### config.mk
export PLATFORM = sky130hd
export DESIGN_NAME = uart_tx_arbiter
export DESIGN_NICKNAME = d
export VERILOG_FILES = /design/src/rtl/uart_tx_arbiter_pkg.sv /design/src/rtl/rr_pick.sv /design/src/rtl/uart_tx_arbiter.sv
export SDC_FILE = /design/constraint.sdc
export NUM_CORES = 1
export LEC_CHECK = 0
export BUFFER_PORTS_ARGS = -buffer_cell sky130_fd_sc_hd__buf_4
export CORE_AREA = 10 10 74 76
export DETAILED_ROUTE_END_ITERATION = 10
export DIE_AREA = 0 0 84 86
export MAX_ROUTING_LAYER = met4
export PLACE_DENSITY = 0.79
export SYNTH_ARGS = -nofsm -noshare
export SYNTH_HDL_FRONTEND = slang
export SYNTH_SLANG_ARGS = --single-unit
### constraint.sdc
create_clock -name clk -period 3.6 [get_ports clk]
set_clock_uncertainty 0.15 [all_clocks]
set_input_delay 0.72 -clock clk [delete_from_list [all_inputs] [get_ports clk]]
set_output_delay 0.72 -clock clk [all_outputs]
set_load 0.005 [all_outputs]
### src/rtl/uart_tx_arbiter_pkg.sv
// Shared types and defaults for the UART transmit arbiter.
package uart_tx_arbiter_pkg;

   localparam int unsigned DefN             = 8;
   localparam int unsigned DefNreq          = 4;
   localparam int unsigned DefTimeoutCycles = 60000;

   typedef enum logic [1:0] {
      StIdle,
      StStart,
      StWait,
      StDone
   } arb_state_e;

   // Bits needed to count 0 .. limit-1 (at least one bit).
   function automatic int unsigned cnt_width(input int unsigned limit);
      return (limit > 1) ? $clog2(limit) : 1;
   endfunction

   localparam int unsigned DefCntW = cnt_width(DefTimeoutCycles);

endpackage

### src/rtl/rr_pick.sv
// Combinational round-robin pick: first pending requester after last_ptr, wrapping around.
module rr_pick #(
   parameter int unsigned NREQ = 4,
   parameter int unsigned IdW  = 2
) (
   input  logic [NREQ-1:0] req,
   input  logic [IdW-1:0]  last_ptr,
   output logic            valid,
   output logic [IdW-1:0]  idx
);

   logic           hi_valid;
   logic           lo_valid;
   logic [IdW-1:0] hi_idx;
   logic [IdW-1:0] lo_idx;

   // Lowest requester above last_ptr wins; if none, wrap to the lowest requester overall.
   always_comb begin
      hi_valid = 1'b0;
      lo_valid = 1'b0;
      hi_idx   = '0;
      lo_idx   = '0;
      for (int unsigned i = 0; i < NREQ; i++) begin
         if (req[i] && !lo_valid) begin
            lo_valid = 1'b1;
            lo_idx   = IdW'(i);
         end
         if (req[i] && (i > 32'(last_ptr)) && !hi_valid) begin
            hi_valid = 1'b1;
            hi_idx   = IdW'(i);
         end
      end
   end

   assign valid = lo_valid;
   assign idx   = hi_valid ? hi_idx : lo_idx;

endmodule

### src/rtl/uart_tx_arbiter.sv
// Round-robin arbiter feeding one uart_tx from NREQ byte requesters, with a completion watchdog.
module uart_tx_arbiter
   import uart_tx_arbiter_pkg::*;
#(
   parameter int unsigned N              = DefN,
   parameter int unsigned NREQ           = DefNreq,
   parameter int unsigned TIMEOUT_CYCLES = DefTimeoutCycles,
   localparam int unsigned IdW           = (NREQ > 1) ? $clog2(NREQ) : 1
) (
   input  logic              clk,
   input  logic              reset,
   input  logic [NREQ-1:0]   req,
   input  logic [NREQ*N-1:0] req_data,
   output logic [NREQ-1:0]   ack,
   output logic              tx_start,
   output logic [N-1:0]      tx_data,
   input  logic              tx_done,
   output logic              busy,
   output logic [IdW-1:0]    grant_id,
   output logic              timeout_err
);

   localparam int unsigned    CntW    = cnt_width(TIMEOUT_CYCLES);
   localparam logic [CntW-1:0] CntLast = CntW'(TIMEOUT_CYCLES - 1);
   localparam logic [IdW-1:0]  PtrRst  = IdW'(NREQ - 1);

   arb_state_e     state_q, state_d;
   logic [N-1:0]   tx_data_q, tx_data_d;
   logic [IdW-1:0] grant_q, grant_d;
   logic [IdW-1:0] last_ptr_q, last_ptr_d;
   logic [CntW-1:0] cnt_q, cnt_d;
   logic           timeout_q, timeout_d;
   logic           pick_valid;
   logic [IdW-1:0] pick_idx;

   rr_pick #(
      .NREQ (NREQ),
      .IdW  (IdW)
   ) u_rr_pick (
      .req      (req),
      .last_ptr (last_ptr_q),
      .valid    (pick_valid),
      .idx      (pick_idx)
   );

   // State register.
   always_ff @(posedge clk or negedge reset) begin
      if (!reset) begin
         state_q <= StIdle;
      end else begin
         state_q <= state_d;
      end
   end

   // Next state plus datapath/watchdog next values.
   always_comb begin
      state_d    = state_q;
      tx_data_d  = tx_data_q;
      grant_d    = grant_q;
      last_ptr_d = last_ptr_q;
      cnt_d      = cnt_q;
      timeout_d  = 1'b0;
      unique case (state_q)
         StIdle: begin
            if (pick_valid) begin
               for (int unsigned i = 0; i < NREQ; i++) begin
                  if (IdW'(i) == pick_idx) tx_data_d = req_data[i*N +: N];
               end
               grant_d = pick_idx;
               state_d = StStart;
            end
         end
         StStart: begin
            cnt_d   = '0;
            state_d = StWait;
         end
         StWait: begin
            // cnt_q == 0 marks the first WAIT cycle, where tx_done is ignored.
            if ((cnt_q != '0) && tx_done) begin
               last_ptr_d = grant_q;
               state_d    = StDone;
            end else if (cnt_q == CntLast) begin
               timeout_d  = 1'b1;
               last_ptr_d = grant_q;
               state_d    = StDone;
            end else begin
               cnt_d = cnt_q + 1'b1;
            end
         end
         StDone: begin
            // Wait for a level-style tx_done to drop before rearming.
            if (!tx_done) begin
               cnt_d   = '0;
               state_d = StIdle;
            end
         end
         default: state_d = StIdle;
      endcase
   end

   // Datapath, pointer and watchdog registers.
   always_ff @(posedge clk or negedge reset) begin
      if (!reset) begin
         tx_data_q  <= '0;
         grant_q    <= '0;
         last_ptr_q <= PtrRst;
         cnt_q      <= '0;
         timeout_q  <= 1'b0;
      end else begin
         tx_data_q  <= tx_data_d;
         grant_q    <= grant_d;
         last_ptr_q <= last_ptr_d;
         cnt_q      <= cnt_d;
         timeout_q  <= timeout_d;
      end
   end

   // Moore outputs decoded from the current state.
   always_comb begin
      busy     = (state_q != StIdle);
      tx_start = (state_q == StStart);
      ack      = '0;
      if (state_q == StStart) ack = NREQ'(1) << grant_q;
   end

   assign tx_data     = tx_data_q;
   assign grant_id    = grant_q;
   assign timeout_err = timeout_q;

endmodule

# Word-level counts from Yosys, hierarchy flattened
# Index checks and enable logic that the tools add are counted.
word_totals:
  inputBits: 39
  word_cells: 82
  output_inout_bits: 17
  register_bits: 31
op_classes:
  n_eq_ne: 12
  shifts: 1
  n_lt_le_gt_ge: 3
  add_sub_neg: 1
  mux: 33
  reduce_logical: 26
ops:
  columns: ["operator", "count"]
  rows:
  - ["two-way mux 16 bit", 3]
  - ["case mux 16 bit (3 select lines)", 1]
  - ["two-way mux 8 bit", 4]
  - ["two-way mux 2 bit", 11]
  - ["adder 16 x 1 -> 16 bit, second input constant", 1]
  - ["equality test 16 bit, second input constant", 1]
  - ["nonzero test 16 bit", 1]
  - ["two-way mux 1 bit", 12]
  - ["logical AND 1 bit", 9]
  - ["inequality test 2 bit, second input constant", 4]
  - ["case mux 2 bit (4 select lines)", 1]
  - ["AND reduction 3 bit", 2]
  - ["logical NOT 1 bit", 5]
  - ["equality test 2 bit, first input constant", 2]
  - ["equality test 2 bit, second input constant", 2]
  - ["greater-than comparator 2 bit, first input constant", 2]
  - ["logical NOT 2 bit", 2]
  - ["two-way mux 4 bit", 1]
  - ["AND reduction 2 bit", 2]
  - ["AND reduction 4 bit", 1]
  - ["nonzero test 2 bit", 2]
  - ["nonzero test 4 bit", 1]
  - ["<< shifter 1 x 2 -> 4 bit, first input constant", 1]
  - ["inequality test 3 bit, second input constant", 1]
  - ["other kinds (4)", 4]

# Longest topological paths before layout
# Gate-level depths: netlist of the first run.
depth:
  ltp_word: 16
  mapped_depth: 8
  ltp_nobuf: 7

# Cells and area by module
# A second synthesis of the first run with hierarchy kept.
hier_totals:
  hier_cells: 198
  area_unflattened_um2: 2001.9
modules_own_cells:
  columns: ["module", "area_each_um2", "seq_area_each_um2", "cells_per_inst", "n_inst"]
  rows:
  - ["uart_tx_arbiter", 1915.6, 778.2, 184, 1]
  - ["rr_pick", 86.3, 0.0, 14, 1]

# Worst setup path after synthesis of the first run
# Ideal clock, no wire load.
synth_timing:
  path_type: "flip-flop to flip-flop"
  start: "register cnt_q[0]"
  end: "register cnt_q[13]"
  setup_ns: 0.069
  arrival_ns: 2.512
  path_slack_ns: 0.869
  period_less_slack_ns: 2.731
  t_required_ns: 3.381
  path_buffers: 1
  stages_incl_launch_ff: 9
  cell_sequence: "dfrtp_1 > inv_1 > ha_1 > or4b_4 > o41a_1 > or3b_1 > buf_2 > or4_1 > nand3_1"
synth_via:
  elab_chain_cells: 4
  elab_cells_between_ends: 10
  cone_classes: "add/sub: 1; eq/ne: 3; mux: 3; reduce/logical: 3"
synth_rtl:
  columns: ["item", "line", "source"]
  rows:
  - ["from (decl)", "uart_tx_arbiter.sv:31", "logic [CntW-1:0] cnt_q, cnt_d;"]
  - ["from (signal assigned)", "uart_tx_arbiter.sv:113", "cnt_q <= cnt_d;"]
  - ["adder 16 x 1 -> 16 bit or nonzero test 16 bit (tied branches)", "uart_tx_arbiter.sv:87, uart_tx_arbiter.sv:79", null]
  - ["two-way mux 16 bit or logical AND 1 bit (tied branches)", "uart_tx_arbiter.sv:82, uart_tx_arbiter.sv:79", null]
  - ["two-way mux 16 bit or inequality test 2 bit (tied branches)", null, null]
  - ["case mux 16 bit (3 select lines) or AND reduction 4 bit (tied branches)", null, null]
# Parallel ways exist; a longest one is shown, timed or not. The select of a mux whose other input is x is not followed.
# A chain may end at the register's enable or synchronous reset.

# Worst setup path in the final report of the first run
# Ends and elaborated chain as after synthesis.

==> results of run 1 <==
## registers in the layout, indices dropped and copies added (netlist names)
name	flops
cnt_q	16
tx_data	8
grant_id	2
last_ptr_q	2
state_q	2
timeout_err	1
## cell usage after synthesis (all sizes together), types with 2 or more instances
| cell | instances |
|---|---|
| nor4 | 2 |
| o31ai | 12 |
| ha | 6 |
| clkbuf | 9 |
| or3b | 2 |
| mux2 | 3 |
| mux2i | 9 |
| nand2 | 31 |
| a21oi | 7 |
| dfstp | 2 |
| nor2 | 6 |
| dfrtp | 29 |
| buf | 2 |
| nand2b | 4 |
| and2 | 2 |
| nand4 | 6 |
| or4b | 2 |
| o22ai | 9 |
| nor3 | 3 |
| a32o | 2 |
| nor2b | 2 |
| nand3 | 12 |
| a31oi | 5 |
| and3 | 4 |
| a41oi | 2 |
| o211ai | 5 |
| o21ai | 9 |
| or4 | 6 |
| o21bai | 17 |
| or3 | 3 |
| inv | 10 |
## power by group
group	internal (µW)	switching, µW
sequential	451	93.6
clock	174	124
combinational	378	447
## final timing paths
path | start | endpoint | cells past startpoint
max | cnt_q[0] | cnt_q[13] | 7
min | reset | cnt_q[13] | 1
max reg2reg | cnt_q[0] | cnt_q[13] | 7
min reg2reg | tx_data[1] | tx_data[1] | 2
max in group asynchronous | reset | last_ptr_q[1] | 1
min in group clk | tx_data[1] | tx_data[1] | 2
## kinds of logic (layout without fill, tap and decap cells)
logic type,Yosys count,count (layout)
compound gates,74,74
fa+ha+maj,6,6
buf+inv,21,75
flops,31,31
mux,12,12
simple gates,92,92
## cells in the final DEF, fill, tap and decap left out, types with 2 or more instances in the layout
cell type                  synthesis  routed
sky130_fd_sc_hd__ha_1              6       6
sky130_fd_sc_hd__o211ai_1          5       5
sky130_fd_sc_hd__or3_1             3       3
sky130_fd_sc_hd__and2_1            2       2
sky130_fd_sc_hd__nand4_1           6       6
sky130_fd_sc_hd__nor2b_1           2       2
sky130_fd_sc_hd__clkbuf_8          0       7
sky130_fd_sc_hd__mux2_2            3       3
sky130_fd_sc_hd__o21bai_1         17      17
sky130_fd_sc_hd__nand3_1          12      12
sky130_fd_sc_hd__and3_1            4       4
sky130_fd_sc_hd__nor4_1            2       2
sky130_fd_sc_hd__o31ai_1          12      12
sky130_fd_sc_hd__inv_1            10      10
sky130_fd_sc_hd__dfrtp_1          29      29
sky130_fd_sc_hd__or4_1             6       6
sky130_fd_sc_hd__o21ai_0           9       9
sky130_fd_sc_hd__dfstp_2           2       2
sky130_fd_sc_hd__buf_4             0      57
sky130_fd_sc_hd__nor2_1            6       6
sky130_fd_sc_hd__a21oi_1           7       7
sky130_fd_sc_hd__mux2i_1           9       9
sky130_fd_sc_hd__a31oi_1           5       5
sky130_fd_sc_hd__a41oi_1           2       2
sky130_fd_sc_hd__o22ai_1           9       9
sky130_fd_sc_hd__nand2_1          31      31
sky130_fd_sc_hd__a32o_1            2       2
sky130_fd_sc_hd__nand2b_1          4       4
sky130_fd_sc_hd__nor3_1            3       3
## through the flow
step	setup WS [ns]	instance area, µm²
final	0.740	2640
after CTS	0.754	2640
after floorplan	0.869	2090
after global placement	0.835	2540
after global routing	0.592	2640
after detailed placement	0.779	2540
## cell type report
cell class                 instances  area (µm²)
clock buffer                       8         100
fill                             358        1330
inverter                          10        37.5
multi-input combinational        184        1230
sequential                        31         778
tap                               50        62.6
timing repair buffer              57         428
## routing by layer
layer | GRT usage, % | vias to the layer above
li1 | - | 1008
met1 | 18.9 | 945
met2 | 24.7 | 83
met3 | 4.64 | 15
met4 | 6.09 | 0
met5 | - | -
## worst register-to-register path, stage by stage (launching register included)
cell and delay (ns):
sky130_fd_sc_hd__dfrtp_1 0.41, sky130_fd_sc_hd__inv_1 0.07, sky130_fd_sc_hd__ha_1 0.14, sky130_fd_sc_hd__or4b_4 0.47
sky130_fd_sc_hd__o41a_1 0.46, sky130_fd_sc_hd__or3b_1 0.50, sky130_fd_sc_hd__or4_1 0.50, sky130_fd_sc_hd__nand3_1 0.09
==> run summary, run 1 <==
Y dimension of the die: 86 µm. For this design the static power due to leakage is 0.00123 µW. Number of cell rows: 23.

The worst-case clock buffer depth came out at 2. TritonCTS built the clock tree. The compound-gate portion of the synthesized area is 25.0%.

The number of enable-type register cells in the synthesized netlist is 0, and the initial core utilization is 52.7%. Setup violations remaining at the end of the flow were counted as 0. The biggest fanout along the worst timing path came out at 8. For the placed wire-length estimate after detailed placement, the log shows 4290 µm. Timing would allow up to 0.350 GHz. The first detailed-routing pass took 4 iterations. The first routing iteration left 148 violations. For this run the aggregate overflow at the end of global routing stands at 0.

The logs give 31 for the count of clock tree sinks and 0 for the number of antenna cells inserted. In the final routed layout, each cell accounts on average for 16.3 µm. The largest family of logic cells by synthesized area was compound AO/OA/AOI/OAI gates.

For this run, the post-layout net count is 334. Sequential elements use 37.2% of the synthesized area. Dividing total power by cell area gives a power density of 631 nW/µm².

The post-synthesis cell type with the largest combined area was sky130_fd_sc_hd__dfrtp_1. The flip-flop cell with the highest count after synthesis was sky130_fd_sc_hd__dfrtp_1. The tool flagged a number of max-cap violations equal to 0. Clock tree synthesis selected as its root buffer the cell sky130_fd_sc_hd__clkbuf_8.

The time the final worst path needs with I/O delays and setup was 2.86 ns; the area enclosed by the die boundary was 7220 µm². During synthesis, Yosys emitted a total of 0 warnings. STA classifies the critical path startpoint as a flop.

The critical path in this run is classified as flop to flop. The number of setup buffers added after CTS was 0; the fraction of synthesized area in multiplexers was 5.92%. The synthesized area per cell works out to 8.87 µm². Detailed routing placed a total of 349 µm of wire on met3.

The detail route stage leaves a number of antenna-violating nets equal to 0. Setup repair after global routing left no endpoint under its margin. In this run the biggest area consumer among cell types represents 34.7% of the synthesized area. The critical path data arrival time was 2.93 ns; the total routing usage reported by global routing was 15.8%.

The tools report the I/O pin total as 56. Share of synthesized cell area in and, or, nand and nor gates: 24.1%. In this run the worst hold path is classified as input port to asynchronous set/reset pin. Using the TritonRoute via totals, the vias-per-cell ratio works out to 6.03. Summing the areas of all fa, ha and maj instances in the mapped netlist gives 3.59% of the synthesized area. For the netlist area before placement, the log shows 2090 µm². Across all hold checks on the routed design, the worst slack comes to 0.197 ns. The transition time of the tightest slew-check pin is 0.967 ns, and the DRC violation count after routing is 0. Traced cell by cell, the critical path runs through inv_1, ha_1, or4b_4, o41a_1, or3b_1, or4_1, nand3_1. Across all layers, the routed design uses 2051 vias. The highest layer touched by signal routing is met4.

In this run the standard cell core region covers 3970 µm². After clock tree synthesis, the flow added hold-fix buffers numbering 0. The finished layout holds 340 standard cells, fillers aside.

The post-synth net total was 281. Clock-pin slew was measured on the worst setup and hold paths at 0.06 ns. Across the VDD grid, the largest voltage drop is 0.403 mV.

The via count of the first global-routing pass is 2049, and the number of buffers added by the clock tree synthesis step is 5. The layout cell share with drive strength beyond 1 is 25.9%, and the final-layout setup total negative slack is 0 ns. Of the total synthesized cell area, the portion taken by XOR and XNOR cells is 0%. The number of gates resized after CTS was 0. The fraction of the cycle the final worst path needs was 79.5%. The slowest cell on the critical path is sky130_fd_sc_hd__or3b_1.

The final max-slew violation count was 0; the total power consumption of the routed design was 1670 µW. The number of hold violations in the final report is 0. Detailed routing placed a total of 2560 µm of wire on met2. The clock tree synthesis step divided the H-tree into 2 levels. Share of flip-flops with an asynchronous set or reset: 100%. The first global-routing pass estimated 9490 µm of wire. Ranked by total cell area, the synthesized netlist is headed by sky130_fd_sc_hd__dfrtp_1 (35%), sky130_fd_sc_hd__o21bai_1 (6.1%), sky130_fd_sc_hd__nand2_1 (5.6%).

The logs give 35.6% for the tightest slew margin relative to the limit and 3.67 ns for the required time of the critical path. On the critical path the largest part of the delay comes from simple AND/OR/NAND/NOR gates. Setup slack on the worst reg-to-reg path comes out at 0.74 ns. The clock insertion delay at the later pin of the skew report is 0.29 ns, and the sum of routed wire length over all layers is 5530 µm. The tools report the initial antenna violation count as 0. The cell count after synthesis is 236, and the largest net degree at the start of global routing is 32. The met1 wire length is 2520 µm.

Measured on the finished design, the core utilization comes to 66.5%. The number of instances in the placed design was 332; the routability-driven placement congestion ratio was 0.885. The die is 84 µm wide.

Counting flops and latches in the post-synthesis netlist gives 31. The quantity of I/O buffers inserted on ports is 55. The flow ran to the end, and the final reports show no timing, DRC or antenna violations.

The area growth from synthesis to layout works out to 26.2%. The count of buffer and inverter cells on the critical path was 1; the post-synthesis cell type count was 47. The nature of the critical path endpoint is a flop. Delay contributed by the slowest stage of the critical path: 0.50 ns.
No activity file was read; power rests on OpenSTA's default activity.
==> run 2, diff against run 1 <==
Settings changed: CORE_AREA 10 10 74 76 to 10 10 78 80, DIE_AREA 0 0 84 86 to 0 0 88 90, PLACE_DENSITY 0.79 to 0.74.
Clock period 3.6 ns to 2.6 ns, I/O delays scaled along.
==> run summary, run 2 (synthesis gave the netlist of run 1 again) <==
The flow ran to the end, and the final reports show no timing, DRC or antenna violations. TritonCTS built the clock tree. The slack of the worst reg-to-reg path was 0.05 ns (-0.69 ns); the power per cell area was 852 nW/µm² (+35%). For the area enclosed by the die boundary, the log shows 7920 µm² (+9.6%).

The width of the chip is 88 µm (+4.8%). The vias per cell works out to 5.72 (-5.1%). Required time of the critical path: 2.67 ns (-1.00 ns). The wire length of the first global-routing pass came out at 10200 µm (+7.1%).

The signal on the critical path passes through or4_4, o41a_1, or4b_4, or3_1, nand3_1. For the critical path data arrival time, the log shows 2.63 ns (-0.30 ns). The via total after detailed routing came out at 2135 (+4.1%).

The top cell family by delay on the critical path was simple AND/OR/NAND/NOR gates. The final-layout setup total negative slack is 0 ns (unchanged), and the layout cell share with drive strength beyond 1 is 35.1% (+9.2 points). The delay contributed by the slowest stage of the critical path works out to 0.55 ns (+0.05 ns). In this run the worst hold path is classified as input port to asynchronous set/reset pin. In this run the critical register-to-register path is captured at cnt_q[8]. The tools report the peak supply drop as 0.600 mV (+49%).

Setup repair after global routing could not meet its margin everywhere. The worst setup path is launched from a flop. The library cell used most frequently in the layout, excluding fill and tap cells, is sky130_fd_sc_hd__buf_4. Via count of the first global-routing pass: 2161 (+5.5%). The worst-case clock buffer depth was 2 (unchanged). The logs give 0 (unchanged) for the count of nets left with antenna violations after detail routing and 4 (unchanged) for the count of TritonRoute iterations in the first routing pass. The biggest fanout along the worst timing path works out to 3 (-5). The logs give 373 (+9.7%) for the number of cells in the finished layout apart from fillers and 58.2% (+23 points) for the tightest slew margin relative to the limit. The run gives 0.391 GHz (+12%) as the highest clock rate.

The count of fill cells added during filler insertion is 400 (+12%), and the number of buffers added by the clock tree synthesis step is 5 (unchanged). The tools report the clock insertion delay at the later pin of the skew report as 0.28 ns (about the same). The average wire per standard cell is 15.9 µm (-2.2%). The depth of the CTS H-tree came out at 2 (unchanged). For the initial core utilization, the log shows 45.5% (-7.2 points). In this run the clock root is driven by a sky130_fd_sc_hd__clkbuf_8. The routability-driven placement congestion ratio is 0.891 (+0.63%).

The number of nets in the finished design is 363 (+8.7%). The core box area was 4600 µm² (+16%); the depth of the most critical reg-to-reg path was 5 (-2). The count of buffer and inverter cells on the critical path is 0 (-1). The worst setup path is of the flop to flop kind.

The largest net degree at the start of global routing is 32 (unchanged). The run gives 31 (unchanged) as the count of clock tree sinks. The slowest cell on the critical path is sky130_fd_sc_hd__or4_4.

The run gives 15.6% (-0.27 points) as the total routing usage reported by global routing. The number of DRC markers after the initial detailed-route iteration was 112 (-24%); the flip-flop count of the largest register, all copies and words added was 16 (unchanged). The total power consumption of the routed design came out at 2470 µW (+48%).

The sum of routed wire length over all layers was 5930 µm (+7.3%); the initial antenna violation count was 0 (unchanged). The tools report the remaining global-route overflow as 0 (unchanged). The top register by number of flip-flops was cnt_q. The transition time of the tightest slew-check pin was 0.621 ns (-0.346 ns). The number of hold violations in the final report is 0 (unchanged), and the placed wire-length estimate after detailed placement is 4670 µm (+8.9%). In this run the critical register-to-register path is launched from cnt_q[15]. The quantity of I/O buffers inserted on ports works out to 55 (unchanged). The tools report the total setup violations reported at the end of the flow as 0 (unchanged). The y dimension of the die is 90 µm (+4.7%), and the DRC violation count after routing is 0 (unchanged).

In the layout the commonest cells are sky130_fd_sc_hd__buf_4 (85), sky130_fd_sc_hd__nand2_1 (31), sky130_fd_sc_hd__dfrtp_1 (29). The clock-pin transition on the worst setup and hold timing paths works out to 0.07 ns (about the same). The final max-slew violation count came out at 0 (unchanged).

The tools report the nature of the critical path endpoint as a flop. The fraction of the cycle the final worst path needs works out to 98.2% (+19 points). The number of instances in the placed design was 364 (+9.6%). Time the final worst path needs with I/O delays and setup: 2.55 ns (-0.306 ns). The number of max-capacitance violations reported is 0 (unchanged), and the number of antenna cells inserted is 0 (unchanged). The I/O pin total was 56 (unchanged); the area growth from synthesis to layout was 38.8%. The leakage dissipation is 0.00138 µW (+12%), and the number of cell rows is 25 (+8.7%).
## run 2: cell count changes in the layout (fill, tap and decap cells not counted), sizes merged
cell	before	now
clkbuf	8	7
buf	57	86
clkinvlp	0	1
## run 2: worst register-to-register path, cell delays in order (launching register included)
cell,delay [ns]
sky130_fd_sc_hd__dfrtp_1,0.39
sky130_fd_sc_hd__or4_4,0.55
sky130_fd_sc_hd__o41a_1,0.46
sky130_fd_sc_hd__or4b_4,0.55
sky130_fd_sc_hd__or3_1,0.31
sky130_fd_sc_hd__nand3_1,0.09
## run 2: layout make-up
| type | count | area, µm² | area share, % |
|---|---|---|---|
| Multi-Input combinational cell | 184 | 1270 | 43.7 |
| Sequential cell | 31 | 778 | 26.8 |
| Timing Repair Buffer | 86 | 649 | 22.4 |
| Clock buffer | 7 | 96.3 | 3.32 |
| Tap cell | 54 | 67.6 | 2.33 |
| Inverter | 10 | 37.5 | 1.29 |
| Clock inverter | 1 | 7.51 | 0.258 |
## run 2: through the flow
stage	cell area [µm²]	hold slack, ns	setup slack [ns]	utilization (%)
floorplan	2110	0.0744	0.0286	-
global placement	2760	0.313	0.0789	60.1
detailed placement	2760	0.323	0.0564	60.1
CTS	2870	0.0168	0.0482	62.4
global route	2910	0.0270	-0.0962	63.2
finish	2910	0.00567	0.0456	63.2
## run 2: report_power, final
| group | internal [µW] | total (µW) | leakage, µW | switching, µW |
|---|---|---|---|---|
| logic | 633 | 1310 | 0.000930 | 673 |
| registers | 624 | 748 | 0.000402 | 124 |
| clock network | 240 | 422 | 0.0000505 | 181 |
| total | 1500 | 2470 | 0.00138 | 978 |
## run 2: what timing repair did
| action | 4_1_cts | 5_1_grt |
|---|---|---|
| buffers inserted | 0 | 1 |
| setup endpoints to repair | 0 | 13 |
| hold buffers | 0 | 0 |
| resized for setup | 0 | 7 |
## run 2: how the worst max path moves through the flow
stage | from | slack [ns] | end | depth (start not counted)
after global routing | cnt_q[0] | -0.1 | cnt_q[11] | 7
after detailed placement | cnt_q[1] | 0.06 | cnt_q[8] | 7
after CTS | cnt_q[1] | 0.05 | cnt_q[8] | 7
after floorplan | cnt_q[9] | 0.03 | cnt_q[5] | 6
after global placement | cnt_q[1] | 0.08 | state_q[1] | 8
final | cnt_q[15] | 0.05 | cnt_q[8] | 5
## run 2: metal layers
layer  wire (µm)  GRT usage (%)  part of all wire (%)  vias to the layer above
met2        2800           24.2                    47                       63
met1        2680           19.2                    45                      997
met3         361           4.96                   6.1                       10
met4          91           3.32                   1.5                        0
met5           0              -                     0                        -
li1            -              -                     -                     1065
==> run 3, diff against run 2 <==
Settings changed: PLACE_DENSITY 0.74 to 0.8.
==> run summary, run 3 (synthesis gave the netlist of run 1 again) <==
The logs give 0.00136 µW (-1.6%) for the leakage dissipation and 139 (+24%) for the number of DRC markers after the initial detailed-route iteration. The tightest slew margin relative to the limit is 63.2% (+5.0 points). The tools report the standard cell area after detailed placement as 2750 µm² (-0.54%).

The time the final worst path needs with I/O delays and setup came out at 2.58 ns (+0.0266 ns). Placed wire-length estimate after detailed placement: 4850 µm (+3.8%). In the layout the commonest cells are sky130_fd_sc_hd__buf_4 (83), sky130_fd_sc_hd__nand2_1 (31), sky130_fd_sc_hd__dfrtp_1 (29). The transition time of the tightest slew-check pin was 0.551 ns (-0.0696 ns); the largest net degree at the start of global routing was 32 (unchanged). The DRC violation count after routing came out at 0 (unchanged). The final-layout setup total negative slack was 0 ns (unchanged). The via total after detailed routing was 2179 (+2.1%). The y dimension of the die came out at 90 µm (unchanged). Classification of the worst setup path: flop to flop. The width of the chip was 88 µm (unchanged); the count of fill cells added during filler insertion was 404 (+1.0%).

The tools report the I/O pin total as 56 (unchanged). The final worst-path setup slack is 0.0190 ns (-0.0266 ns), and the fraction of the cycle the final worst path needs is 99.3% (+1.0 points). The met1 wire length came out at 2660 µm (-0.71%). The average wire per standard cell is 16.2 µm (+1.9%).

The biggest fanout along the worst timing path came out at 4 (+1). TritonCTS built the clock tree. The count of clock tree sinks was 31 (unchanged). Nature of the critical path startpoint: a flop. Clock insertion delay at the later pin of the skew report: 0.28 ns (about the same).

The layout cell share with drive strength beyond 1 was 32.9% (-2.2 points). The summed area of non-filler cells in the final layout was 2840 µm² (-2.2%). The routability-driven placement congestion ratio was 0.906 (+1.7%); the number of buffers added by the clock tree synthesis step was 5 (unchanged). The count of nets left with antenna violations after detail routing is 0 (unchanged). The met3 layer wire length in the routed design was 383 µm (+6.1%); the peak supply drop was 0.481 mV (-20%). The switching power share of the total works out to 39.9% (+0.35 points). From synthesis to final layout, the design area changed by 35.8%. The depth of the CTS H-tree was 2 (unchanged); the worst slack at placement was -0.0340 ns (-0.0904 ns).

The run gives 0 (unchanged) as the final max-slew violation count. The remaining global-route overflow was 0 (unchanged). For the worst-case clock buffer depth, the log shows 2 (unchanged). Highest clock rate: 0.387 GHz (-1.0%). The worst setup path is captured at a flop. Via count of the first global-routing pass: 2324 (+7.5%). Clock-pin transition on the worst setup and hold timing paths: 0.06 ns (about the same).

The relative contribution of the clock network to total power is 15.8% (-1.2 points), and the total setup violations reported at the end of the flow is 0 (unchanged). The initial core utilization is 45.5% (unchanged), and the area enclosed by the die boundary is 7920 µm² (unchanged). The required time of the critical path was 2.66 ns (about the same). Internal portion of total power: 1450 µW (-3.3%). Count of TritonRoute iterations in the first routing pass: 4 (unchanged).

The quantity of I/O buffers inserted on ports works out to 55 (unchanged). The number of nets in the finished design is 360 (-0.83%), and the number of cell rows is 25 (unchanged). The tools report the sum of routed wire length over all layers as 6000 µm (+1.1%). Flip-flop count of the largest register, all copies and words added: 16 (unchanged). The commonest non-fill, non-tap cell in the layout was sky130_fd_sc_hd__buf_4.

The total power consumption of the routed design came out at 2410 µW (-2.7%). Highest routing layer actually used: met4. The proportion of power drawn by combinational gates was 53.2% (+0.5 points). The worst hold path belongs to the class input port to asynchronous set/reset pin.

Initial antenna violation count: 0 (unchanged). For the number of hold violations in the final report, the log shows 0 (unchanged). The wire length of the first global-routing pass is 10500 µm (+2.9%), and the amount of wire on met2 after detailed routing is 2920 µm (+4.0%).

The power per cell area works out to 847 nW/µm² (-0.59%). The run gives 0 (unchanged) as the number of hold buffers added after CTS. The flow ran to the end, and the final reports show no timing, DRC or antenna violations.

The tools report the number of antenna cells inserted as 0 (unchanged). The logs give 959 µW (-1.9%) for the power spent charging and discharging nets and 16.0% (+0.42 points) for the total routing usage reported by global routing. Vias per cell: 5.89 (+2.9%). For the number of max-capacitance violations reported, the log shows 0 (unchanged).

Setup repair after global routing could not meet its margin everywhere. The core box area was 4600 µm² (unchanged); the critical path data arrival time was 2.65 ns (+0.02 ns). The register with the most flip-flops in the final layout is cnt_q. The clock tree root driver cell is sky130_fd_sc_hd__clkbuf_8. The sequential fraction of design power is 31.0% (+0.8 points).
[run 3: cell count changes in the layout (fill, tap and decap cells not counted), sizes merged]
cell / previous run / this run
buf: 86 / 83
clkinv: 0 / 1
clkinvlp: 1 / 0
[run 3: final timing paths]
path                            startpoint  depth (start not counted)             to  slack [ns]
worst max-delay path              cnt_q[0]                          7       cnt_q[8]        0.02
min in group clk                tx_data[2]                          2     tx_data[2]        0.34
worst max register to register    cnt_q[0]                          7       cnt_q[8]        0.02
worst min-delay path                 reset                          1       cnt_q[7]        0.01
max in group asynchronous            reset                          1  last_ptr_q[1]        1.96
worst min register to register  tx_data[2]                          2     tx_data[2]        0.34
[run 3: area by class of cell]
cell class                      instances  area, µm²  share of cell area [%]
Inverter                               10       37.5                    1.32
Tap cell                               54       67.6                    2.38
Clock buffer                            7       86.3                    3.04
Sequential cell                        31        778                    27.4
Timing Repair Buffer                   83        623                    21.9
Clock inverter                          1       5.00                   0.176
Multi-Input combinational cell        184       1240                    43.8
[run 3: layer usage]
metal,vias to the layer above,track usage [%]
met2,94,25.4
met5,-,-
met1,1026,19.0
li1,1055,-
met3,4,5.05
met4,0,4.12
[run 3: power groups by stage]
stage,Sequential [µW],Clock (µW),Combinational (µW)
3_3_place_gp,743,0,1250
2_1_floorplan,724,0,752
5_1_grt,772,411,1430
4_1_cts,749,394,1290
6_report,747,379,1280
3_5_place_dp,755,0,1290
[run 3: critical path, stage by stage, from the launching register on]
cell,delay (ns)
sky130_fd_sc_hd__dfrtp_1,0.37
sky130_fd_sc_hd__inv_1,0.06
sky130_fd_sc_hd__ha_1,0.13
sky130_fd_sc_hd__or4b_4,0.47
sky130_fd_sc_hd__o41a_1,0.38
sky130_fd_sc_hd__or4b_1,0.55
sky130_fd_sc_hd__or3_1,0.32
sky130_fd_sc_hd__nand3_1,0.08
[run 3: metrics by stage]
stage / hold slack [ns] / util, % / cells
6_report: 0.0116 / 61.8 / 370
2_1_floorplan: 0.0744 / - / 236
3_3_place_gp: 0.312 / 59.8 / 362
5_1_grt: 0.0350 / 61.8 / 370
3_5_place_dp: 0.325 / 59.8 / 362
4_1_cts: 0.0169 / 61.8 / 370
[run 3: repair_timing]
action	4_1_cts	5_1_grt
endpoints found under the setup margin	3	5
gates resized for setup	1	0
buffers inserted	0	0
pin swaps	0	0
endpoints found under the hold margin	0	0
